`src/rtl/fetch_unit.sv`:
```
// Fetch stage: owns the fetch PC, issues one aligned block request at a time, unpacks responses into IB packets.
// Optional FETCH_PERF_CNT_EN adds stall and discard counters.
package fetch_unit_pkg;
    typedef struct packed {
        logic        valid;
        logic [31:0] inst;
        logic [31:0] pc;
        logic [31:0] npc;
    } FETCH_PACKET;
endpackage

module fetch_unit
    import fetch_unit_pkg::*;
#(
    parameter int          PUSH_WIDTH = 4,
    parameter int          IB_SZ      = 32,
    parameter logic [31:0] RESET_PC   = 32'h0
) (
    input  logic                        clock,
    input  logic                        reset,
    input  logic                        redirect_valid,
    input  logic [31:0]                 redirect_pc,
    input  logic [$clog2(IB_SZ):0]      ib_available_slots,
    output logic                        icache_req_valid,
    output logic [31:0]                 icache_req_addr,
    input  logic                        icache_req_ready,
    input  logic                        icache_resp_valid,
    input  logic [32*PUSH_WIDTH-1:0]    icache_resp_data,
    output FETCH_PACKET [PUSH_WIDTH-1:0] new_ib_entries
`ifdef FETCH_PERF_CNT_EN
    ,
    output logic [31:0]                 perf_stall_cycles,
    output logic [31:0]                 perf_discards
`endif
);
    localparam int          SLOT_W    = $clog2(IB_SZ) + 1;
    localparam logic [31:0] BLK_BYTES = 32'(4 * PUSH_WIDTH);

    typedef enum logic [1:0] {ST_FETCH = 2'd0, ST_WAIT = 2'd1, ST_DRAIN = 2'd2} state_t;

    state_t      state_r, state_nx_s;
    logic [31:0] pc_r, pc_nx_s;
    logic [31:0] base_s, offset_s, redir_pc_s;
    logic        slots_ok_s, push_s;

    assign base_s     = pc_r & ~(BLK_BYTES - 32'd1);
    assign offset_s   = (pc_r >> 2) & 32'(PUSH_WIDTH - 1);
    assign redir_pc_s = redirect_pc & ~32'd3;
    assign slots_ok_s = (ib_available_slots >= SLOT_W'(PUSH_WIDTH));

    // Request generation and response unpacking into IB packets.
    always_comb begin
        icache_req_valid = 1'b0;
        icache_req_addr  = base_s;
        push_s           = 1'b0;
        new_ib_entries   = '0;
        if (!reset && (state_r == ST_FETCH) && slots_ok_s && !redirect_valid) begin
            icache_req_valid = 1'b1;
        end else begin
            icache_req_valid = 1'b0;
        end
        if (!reset && (state_r == ST_WAIT) && icache_resp_valid && !redirect_valid) begin
            push_s = 1'b1;
        end else begin
            push_s = 1'b0;
        end
        for (int i = 0; i < PUSH_WIDTH; i++) begin
            // Words below the PC offset belong to the block but precede the target.
            if (push_s && (32'(i) >= offset_s)) begin
                new_ib_entries[i].valid = 1'b1;
                new_ib_entries[i].inst  = icache_resp_data[32*i +: 32];
                new_ib_entries[i].pc    = base_s + 32'(4 * i);
                new_ib_entries[i].npc   = base_s + 32'(4 * i) + 32'd4;
            end else begin
                new_ib_entries[i] = '0;
            end
        end
    end

    // Next-state and next-PC selection.
    always_comb begin
        state_nx_s = state_r;
        pc_nx_s    = pc_r;
        case (state_r)
            ST_FETCH: begin
                if (redirect_valid) begin
                    pc_nx_s = redir_pc_s;
                end else if (icache_req_valid && icache_req_ready) begin
                    state_nx_s = ST_WAIT;
                end else begin
                    state_nx_s = ST_FETCH;
                end
            end
            ST_WAIT: begin
                if (redirect_valid) begin
                    pc_nx_s    = redir_pc_s;
                    state_nx_s = icache_resp_valid ? ST_FETCH : ST_DRAIN;
                end else if (icache_resp_valid) begin
                    pc_nx_s    = base_s + BLK_BYTES;
                    state_nx_s = ST_FETCH;
                end else begin
                    state_nx_s = ST_WAIT;
                end
            end
            ST_DRAIN: begin
                if (redirect_valid) begin
                    pc_nx_s = redir_pc_s;
                end else begin
                    pc_nx_s = pc_r;
                end
                // A stale response retires the drain even if another redirect lands with it.
                if (icache_resp_valid) begin
                    state_nx_s = ST_FETCH;
                end else begin
                    state_nx_s = ST_DRAIN;
                end
            end
            default: begin
                state_nx_s = ST_FETCH;
                pc_nx_s    = pc_r;
            end
        endcase
    end

    // State and PC registers.
    always_ff @(posedge clock) begin
        if (reset) begin
            state_r <= ST_FETCH;
            pc_r    <= RESET_PC;
        end else begin
            state_r <= state_nx_s;
            pc_r    <= pc_nx_s;
        end
    end

`ifdef FETCH_PERF_CNT_EN
    logic stall_s, discard_s;
    assign stall_s   = (state_r == ST_FETCH) && !slots_ok_s;
    assign discard_s = icache_resp_valid &&
                       (((state_r == ST_WAIT) && redirect_valid) || (state_r == ST_DRAIN));

    // Performance counters, free-running with wrap.
    always_ff @(posedge clock) begin
        if (reset) begin
            perf_stall_cycles <= 32'd0;
            perf_discards     <= 32'd0;
        end else begin
            perf_stall_cycles <= perf_stall_cycles + {31'd0, stall_s};
            perf_discards     <= perf_discards + {31'd0, discard_s};
        end
    end
`endif
endmodule

```
`config.mk`:
```
export PLATFORM = sky130hd
export DESIGN_NAME = fetch_unit
export DESIGN_NICKNAME = d
export VERILOG_FILES = /design/src/rtl/fetch_unit.sv
export SDC_FILE = /design/constraint.sdc
export NUM_CORES = 1
export LEC_CHECK = 0
export ABC_CLOCK_PERIOD_IN_PS = 2700
export CORE_AREA = 3 3 231 233
export CTS_CLUSTER_DIAMETER = 80
export CTS_CLUSTER_SIZE = 20
export DETAILED_ROUTE_END_ITERATION = 7
export DIE_AREA = 0 0 234 236
export PLACE_DENSITY = 0.43
export SKIP_CTS_REPAIR_TIMING = 1
export SLEW_MARGIN = 20
export SYNTH_ARGS = -nofsm -noshare
export SYNTH_HDL_FRONTEND = slang
export SYNTH_SLANG_ARGS = --single-unit
```
`constraint.sdc`:
```
create_clock -name clock -period 2.7 [get_ports clock]
set_input_delay 0.27 -clock clock [delete_from_list [all_inputs] [get_ports clock]]
set_output_delay 0.27 -clock clock [all_outputs]
set_load 0.02 [all_outputs]
```
==> out/metrics.cfg, run 1 <==
[route]
wire_per_inst_um=20.1
antenna_left=0
drt_iter0_drc=409
firstDrtPassIters=5
avgViaCountPerCell=3.91
drc=0
wirelength_um=40600
vias=7869

[placed_design]
dp_hpwl_um=33800
place_area_um2=11500
io_buffers=559
gp_congestion=0.812
dp_slack_ns=-0.161

[logic_synthesis]
synth_seq_cells=32
yosysWarnings=0
yosysMostFrequentCell=buf_4
synth_seq_area_share_pct=11.8
yosys-top-cells-count=buf_4, nor2_1, and2_1
async_flop_share_pct=0
synthesis.area_um2=5440
synth_edf_count=0
ys_top_cells_by_area=buf_4, and2_1, dfxtp_1
yosysUniqueCellTypes=68
yosysTopAreaCellShare_pct=21.3
synth_top_cell_by_area=buf_4
postSynthCellCount=854
synth_flop_cell=dfxtp_1
avgSynthCellArea_um2=6.37

[sta]
tns_ns=0
hold_viol_final=0
fin_crit_sh_pct=96.0
fin_crit_ns=2.59
setup_viol=0
fin_hold_ws_ns=0.588
finalMaxSlewViolations=0
setup_slack_ns=0.108
max_slew_margin_pct=45.6
clock-skew-final_ns=0.00302
max_freq_mhz=386
tightestPinTransition_ns=0.814

[setup_path]
endpoint_kind=output port
crit_type=in2out
timing.critical_path.required_ns=2.43
cp_max_fo=31
worst-endpoint-arrival_ns=2.32
startpoint_type=input port

[finish]
seqCellArea_um2=644
fillers=5648
final_cell_area_um2=12600
layout-drive-gt1-share_pct=12.2
final_nets=1503
area_growth_syn_to_layout_pct=131
multi_input_area_um2=3360

[cts]
cts_tree=done
numCtsBuffers=5
clockBufferDepth=2
clkTransAtPathRegs_ns=0.05
insertion_delay_ns=0.28
cts-root-buf=clkbuf_16
cts_htree_levels=2
cts_sinks=32

[job]
drv_cap=0

[pwr]
p_total_mw=1.95
p_leak_nw=10.5
power_density_nw_per_um2=155
worst_ir_drop_vdd_mv=0.176

[global_route]
grt_pass1_wl_um=54200
grt_util_all_layers_pct=13.4
grt_antenna_before_repair=5
grt_max_degree=37
grt_pass1_vias=7788
overflow=0

[floorplanning]
num_rows=83
ios=592
die-area_um2=55200
die_x_um=234
core_um2=51400
die_h_um=236
start_util_pct=10.6

[hold_path]
hp-class=in2reg

[run_status]
status=finished clean

==> power by group <==
part / switching (mW) / internal (mW) / total [mW] / leakage [nW]
Sequential: 0.0324 / 0.502 / 0.535 / 0.265
Clock: 0.225 / 0.388 / 0.613 / 0.0760
Combinational: 0.388 / 0.415 / 0.803 / 10.2
Total: 0.646 / 1.30 / 1.95 / 10.5
==> metrics by stage <==
| step | utilization (%) | cells |
|---|---|---|
| floorplan | - | 881 |
| global placement | 22.4 | 2000 |
| detailed placement | 22.4 | 2000 |
| CTS | 22.7 | 2007 |
| global route | 24.4 | 2013 |
| finish | 24.4 | 2014 |
==> cell type report <==
class / instances / share of cell area, %
inverters: 39 / 1.17
repair buffers: 666 / 58.9
diodes: 3 / 0.0598
flip-flops and latches: 32 / 5.13
well taps: 680 / 6.78
multi-input cells: 587 / 26.7
clock buffers: 7 / 1.22
==> cell usage in the layout (no fill, tap or decap), drive strengths merged, types with 21 or more instances in the layout <==
master         count
and3              37
clkdlybuf4s50    217
a21oi             29
inv               38
nand2             59
conb              28
buf              135
nor2             115
and2             107
dfxtp             32
dlymetal6s2s     314
o21ai             21
==> per-layer routing <==
layer	GRT usage, %	vias up	routed length [um]
met5	0	-	23
met4	3.06	4	872
met3	3.67	43	3540
met2	26.3	429	21900
met1	13.9	3727	14200
li1	-	3666	-
==> kinds of logic (layout without fill, tap and decap cells) <==
group	after synthesis	in the layout	synth area share, %
buffers and inverters	262	712	29.2
DFF	32	32	11.8
adders and majority gates	1	1	0.230
AOI/OAI and AO/OA	116	116	14.7
other	1	31	0.0689
muxes	4	4	0.759
xor gates and xnor gates	12	12	1.93
and+or+nand+nor	426	426	41.4
==> path summary, 6_finish.rpt <==
check	start	endpoint	slack [ns]	depth (start not counted)
worst max-delay path	icache_resp_valid	new_ib_entries[349]	0.11	8
worst min-delay path	redirect_pc[4]	pc_r[4]$_SDFFE_PP0P_	0.59	3
worst max register to register	pc_r[23]$_SDFFE_PP0P_	pc_r[28]$_SDFFE_PP0P_	0.68	5
worst min register to register	pc_r[10]$_SDFFE_PP0P_	pc_r[10]$_SDFFE_PP0P_	0.65	3
==> state kept, by name (all words and copies together) (netlist names) <==
register  flops
state_r       2
pc_r         30
==> worst max-delay path: stages <==
cell and delay (ns):
clkdlybuf4s50_1 0.53, nand3b_1 0.11, or2_1 0.28, inv_2 0.10
buf_12 0.21, nand2_2 0.14, inv_1 0.07, clkdlybuf4s50_1 0.60
Power figures use the tool's default switching activity.
==> run 2, diff against run 1 <==
- PLACE_DENSITY: 0.43 -> default
- SKIP_CTS_REPAIR_TIMING: 1 -> default
==> run 2 against run 1 <==
  * Hold slack lost 0.038 ns
  * Utilization shrank 2.1 points
  * Clock power grew 10%
  * Critical path depth shrank 2
  * Clock skew grew 0.0076 ns
  * Register-to-register slack lost 0.18 ns
  * Critical endpoint is now new_ib_entries[304]
==> out/metrics.cfg, run 2 (synthesis gave the netlist of run 1 again) <==
[setup_path]
rr_endpoint=pc_r[20]$_SDFFE_PP0P_
timing.critical_path.required_ns=2.43  ; about the same
endpoint_kind=output port
crit_type=in2out
cp-endpoint=new_ib_entries[304]
r2r_cells=6  ; +1
cp_max_fo=26  ; -16%
worst-endpoint-arrival_ns=2.36  ; +0.04 ns
worstSetupStartpoint=reset
reg2reg_from=pc_r[5]$_SDFFE_PP0P_
startpoint_type=input port
reg2reg_slack_ns=0.50  ; -0.18 ns

[pwr]
p_leak_nw=7.08  ; -33%
worst_ir_drop_vdd_mv=0.209  ; +19%
power_density_nw_per_um2=176  ; +13%
p_total_mw=2.01  ; +3.0%

[floorplanning]
die_x_um=234  ; unchanged
die-area_um2=55200  ; unchanged
num_rows=83  ; unchanged
die_h_um=236  ; unchanged
ios=592  ; unchanged
core_um2=51400  ; unchanged
start_util_pct=10.6  ; unchanged

[sta]
max_slew_margin_pct=44.4  ; -1.2 points
hold_viol_final=0  ; unchanged
fin_crit_sh_pct=97.4  ; +1.4 points
finalMaxSlewViolations=0  ; unchanged
clock-skew-final_ns=0.0106  ; +0.00763 ns
setup_viol=0  ; unchanged
fin_crit_ns=2.63  ; +0.0372 ns
grt_setup_unrepaired=yes
max_freq_mhz=380  ; -1.4%
tightestPinTransition_ns=0.834  ; +0.0200 ns

[finish]
diodes=0  ; -3
layout-drive-gt1-share_pct=13.8  ; +1.5 points
fillers=5753  ; +1.9%
final_cell_mix=dlygate4sd2_1, clkdlybuf4s50_1, nor2_1, buf_4, and2_1
area_growth_syn_to_layout_pct=110
final_common_cell=dlygate4sd2_1
fin_util_pct=22.3  ; -2.1 points
final_nets=1494  ; -0.60%
reg.largest.list=pc_r x30, state_r x2
regMostFlops=pc_r
largest_register_ffs=30  ; unchanged

[cts]
cts_hold_buf=0
clockBufferDepth=2  ; unchanged
cts_sinks=32  ; unchanged
cts_htree_levels=2  ; unchanged
insertion_delay_ns=0.29  ; about the same
cts_tree=done
clkTransAtPathRegs_ns=0.05  ; about the same
numCtsBuffers=5  ; unchanged
cts-root-buf=clkbuf_16

[global_route]
grt_pass1_wl_um=53900  ; -0.46%
grt_pass1_vias=7669  ; -1.5%
grt_max_degree=59  ; +59%
grt_util_all_layers_pct=13.3  ; -0.11 points
overflow=0  ; unchanged
grt_antenna_before_repair=7  ; +2

[placed_design]
io_buffers=559  ; unchanged
gp_congestion=0.907  ; +12%
dp_hpwl_um=33400  ; -1.3%

[route]
avgViaCountPerCell=3.95  ; +1.1%
firstDrtPassIters=6  ; +1
drc=0  ; unchanged
drt_iter0_drc=699  ; +71%
antenna_left=0  ; unchanged
vias=7909  ; +0.51%
wirelength_um=40000  ; -1.3%
wire_per_inst_um=20.0  ; -0.77%

[run_status]
status=finished clean

[hold_path]
hp-class=reg2reg

[job]
drv_cap=0  ; unchanged

[run 2: cell count changes in the layout (fill, tap and decap cells not counted), moves of 3 or more]
cell	previous run	this run
clkdlybuf4s15_1	0	16
clkbuf_2	0	20
clkdlybuf4s50_1	217	206
dlymetal6s2s_1	314	77
nand2_1	58	54
dlygate4sd2_1	0	212
nand2_2	1	5
buf_12	22	14
buf_4	112	109
diode_2	3	0
[run 2: worst min-delay path by stage]
stage	cells past startpoint	slack [ns]	endpoint	startpoint
5_1_grt	2	0.56	pc_r[11]$_SDFFE_PP0P_	pc_r[11]$_SDFFE_PP0P_
6_report	2	0.55	pc_r[11]$_SDFFE_PP0P_	pc_r[11]$_SDFFE_PP0P_
3_5_place_dp	2	0.54	pc_r[11]$_SDFFE_PP0P_	pc_r[11]$_SDFFE_PP0P_
4_1_cts	2	0.55	pc_r[11]$_SDFFE_PP0P_	pc_r[11]$_SDFFE_PP0P_
3_3_place_gp	2	0.51	pc_r[11]$_SDFFE_PP0P_	pc_r[11]$_SDFFE_PP0P_
2_1_floorplan	1	0.35	state_r[1]$_SDFFE_PP0P_	icache_resp_valid
[run 2: cell type report]
cell class / instances / area (um^2) / share of cell area, %
multi-input combinational: 587 / 3360 / 29.3
inverter: 39 / 148 / 1.29
sequential: 32 / 647 / 5.65
clock buffer: 5 / 125 / 1.09
tap: 680 / 851 / 7.43
clock inverter: 3 / 42.5 / 0.372
timing repair buffer: 657 / 6280 / 54.8
[run 2: timing repair]
action	in CTS	in global routing
resized for setup	264	141
endpoints found under the setup margin	287	116
buffers inserted	0	0
[run 2: worst max-delay path, stage by stage]
cell and delay [ns]:
clkdlybuf4s50_1 0.43, or2_1 0.27, or2_1 0.26, buf_4 0.25, nor2_1 0.16, clkdlybuf4s50_1 0.68
[run 2: through the flow]
stage	cell area, um^2	hold WS, ns	TNS [ns]	instances	setup slack (ns)
after CTS	11300	0.546	-0.0188	2003	-0.00801
final	11400	0.550	0	2003	0.0706
after detailed placement	11400	0.538	-30.44	1995	-0.225
after global placement	11400	0.512	-25.16	1995	-0.206
after global routing	11400	0.564	-0.0917	2003	-0.0782
after floorplan	5540	0.349	0	881	0.222
[run 2: power breakdown]
part | internal, mW | leakage (nW) | switching [mW]
sequential | 0.503 | 0.266 | 0.0382
combinational | 0.401 | 6.73 | 0.393
clock | 0.434 | 0.0798 | 0.240
total | 1.34 | 7.08 | 0.671
[run 2: per-layer routing]
metal | wire, um | global-route usage [%] | vias up
li1 | - | - | 3629
met2 | 19700 | 23.7 | 525
met3 | 3920 | 3.79 | 58
met4 | 628 | 2.21 | 14
met1 | 15700 | 15.9 | 3683
met5 | 87 | 0 | -
==> run 3, diff against run 2 <==
- TNS_END_PERCENT: default -> 1
==> run 3 against run 2 <==
  * Total power down 0.15%
  * Clock-buffer cell count unchanged
  * Design area up 0.34%
  * Flip-flop and latch count unchanged
  * Cell count unchanged
  * Sequential power about the same
  * Global-route usage about the same
  * The run now ends with negative setup slack left
  * Maximum frequency down 7.5%
  * Largest cell class unchanged
  * Die area unchanged
  * Highest routed layer unchanged
==> out/metrics.cfg, run 3 (synthesis gave the netlist of run 1 again) <==
[cts]
cts_htree_levels=2  ; unchanged
cts_sinks=32  ; unchanged
insertion_delay_ns=0.29  ; about the same
cts-root-buf=clkbuf_16
clkTransAtPathRegs_ns=0.05  ; about the same
numCtsBuffers=5  ; unchanged
cts_tree=done
clockBufferDepth=2  ; unchanged

[setup_path]
reg2reg_slack_ns=0.55  ; +0.05 ns
reg2reg_from=pc_r[5]$_SDFFE_PP0P_
cp_slowest_cell=clkdlybuf4s50_1
rr_endpoint=pc_r[20]$_SDFFE_PP0P_
crit_family=buffers and inverters
path_buf_inv=5  ; +2
endpoint_kind=output port
slowest_delay_ns=0.59  ; -0.09 ns
startpoint_type=input port
r2r_cells=6  ; unchanged
crit_type=in2out
timing.critical_path.required_ns=2.43  ; about the same
cp_max_fo=58  ; +120%
path_cells=clkdlybuf4s50_1, or2_1, or2_1, clkinv_2, buf_12, buf_4, and2_1, clkdlybuf4s50_1
worst-endpoint-arrival_ns=2.57  ; +0.21 ns

[finish]
final_nets=1494  ; unchanged
layout-drive-gt1-share_pct=13.6  ; -0.15 points
diodes=0  ; unchanged
fin_cells=2003  ; unchanged
largest_register_ffs=30  ; unchanged
reg.largest.list=pc_r x30, state_r x2
area_growth_syn_to_layout_pct=111
final_cell_mix=clkdlybuf4s50_1, dlygate4sd2_1, nor2_1, buf_4, and2_1
regMostFlops=pc_r
final_common_cell=clkdlybuf4s50_1

[job]
drv_cap=0  ; unchanged

[global_route]
grt_util_all_layers_pct=13.3  ; +0.023 points
grt_pass1_vias=7668  ; -0.013%
overflow=0  ; unchanged
grt_max_degree=59  ; unchanged
grt_antenna_before_repair=7  ; unchanged
grt-busiest-layer=met2
grt_use_met3_pct=3.82  ; +0.024 points
use_met2_pct=23.7  ; about the same
grt.met1_usage_pct=16.0  ; +0.051 points
grt_pass1_wl_um=54000  ; +0.14%

[sta]
setup_viol=3  ; +3
fin_hold_ws_ns=0.544  ; -0.00593 ns
max_slew_margin_pct=46.3  ; +1.9 points
tns_ns=-0.258  ; -0.258 ns
hold_viol_final=0  ; unchanged
grt_setup_unrepaired=yes
fin_crit_sh_pct=105  ; +7.9 points
max_freq_mhz=352  ; -7.5%
clock-skew-final_ns=0.00981  ; -0.000828 ns
tightestPinTransition_ns=0.806  ; -0.0279 ns
setup_slack_ns=-0.144  ; -0.215 ns
fin_crit_ns=2.84  ; +0.215 ns
finalMaxSlewViolations=0  ; unchanged

[pwr]
p_total_mw=2.01  ; -0.15%
p_leak_nw=7.26  ; +2.5%
power_density_nw_per_um2=175  ; -0.49%
worst_ir_drop_vdd_mv=0.209  ; -0.12%

[floorplanning]
die_h_um=236  ; unchanged
die_x_um=234  ; unchanged
ios=592  ; unchanged
num_rows=83  ; unchanged
start_util_pct=10.6  ; unchanged
core_um2=51400  ; unchanged
die-area_um2=55200  ; unchanged

[run_status]
status=finished, violations left
violations=negative setup slack

[route]
wire_per_inst_um=19.9  ; -0.29%
antenna_left=0  ; unchanged
drc=0  ; unchanged
wirelength_um=39900  ; -0.29%
avgViaCountPerCell=3.92  ; -0.82%
firstDrtPassIters=5  ; -1
drt_iter0_drc=679  ; -2.9%
vias=7844  ; -0.82%

[placed_design]
post-place-cells=1995  ; unchanged
gp_congestion=0.907  ; unchanged
io_buffers=559  ; unchanged
dp_hpwl_um=33400  ; unchanged

[hold_path]
min_path_cells=2  ; unchanged
holdCritStartpoint=pc_r[11]$_SDFFE_PP0P_
holdPathEnd=pc_r[11]$_SDFFE_PP0P_
hp-class=reg2reg

==> run 3: cell types whose count changed in the layout (fill, tap and decap cells not counted), sizes merged <==
cell / delta
clkdlybuf4s15: -4
clkdlybuf4s50: +3
dlygate4sd2: -12
dlymetal6s2s: +13
==> run 3: final cells by class <==
class,instances,area [um^2]
Tap cell,680,851
Clock buffer,5,125
Timing Repair Buffer,657,6320
Multi-Input combinational cell,587,3350
Inverter,39,148
Sequential cell,32,647
Fill cell,5747,39900
Clock inverter,3,42.5
==> run 3: report_power, final <==
group	total [mW]	switching [mW]	internal, mW
registers	0.540	0.0379	0.503
clock network	0.673	0.239	0.434
logic	0.793	0.391	0.402
==> run 3: layer usage <==
layer | up-vias | routed length, um
li1 | 3630 | -
met1 | 3636 | 15600
met2 | 506 | 19700
met3 | 58 | 3900
met4 | 14 | 618
met5 | - | 87
==> run 3: repair_timing <==
action | 4_1_cts | 5_1_grt
resized for setup | 246 | 148
cloned | 0 | 0
endpoints found under the setup margin | 287 | 141
hold buffers | 0 | 0
buffers inserted | 0 | 0
==> run 3: tightest hold or removal path, cell delays in order (launching register included) <==
cell     delay, ns
dfxtp_1       0.34
o21ai_0       0.09
a21oi_1       0.07
==> run 3: stage by stage <==
step | setup slack [ns] | area, um^2 | utilization [%]
4_1_cts | -0.143 | 11300 | 22.0
6_report | -0.144 | 11500 | 22.3
2_1_floorplan | 0.222 | 5540 | -
5_1_grt | -0.245 | 11500 | 22.3
3_3_place_gp | -0.206 | 11400 | 22.2
3_5_place_dp | -0.225 | 11400 | 22.2
==> run 3: how the worst max path moves through the flow <==
stage               cells after the start                     from                  end  slack [ns]
floorplan                              11  state_r[1]$_SDFFE_PP0P_   new_ib_entries[43]        0.22
global placement                        8                    reset   new_ib_entries[50]       -0.21
detailed placement                      8                    reset   new_ib_entries[18]       -0.23
CTS                                     8                    reset  new_ib_entries[368]       -0.14
global route                            8                    reset  new_ib_entries[368]       -0.24
finish                                  8                    reset  new_ib_entries[368]       -0.14
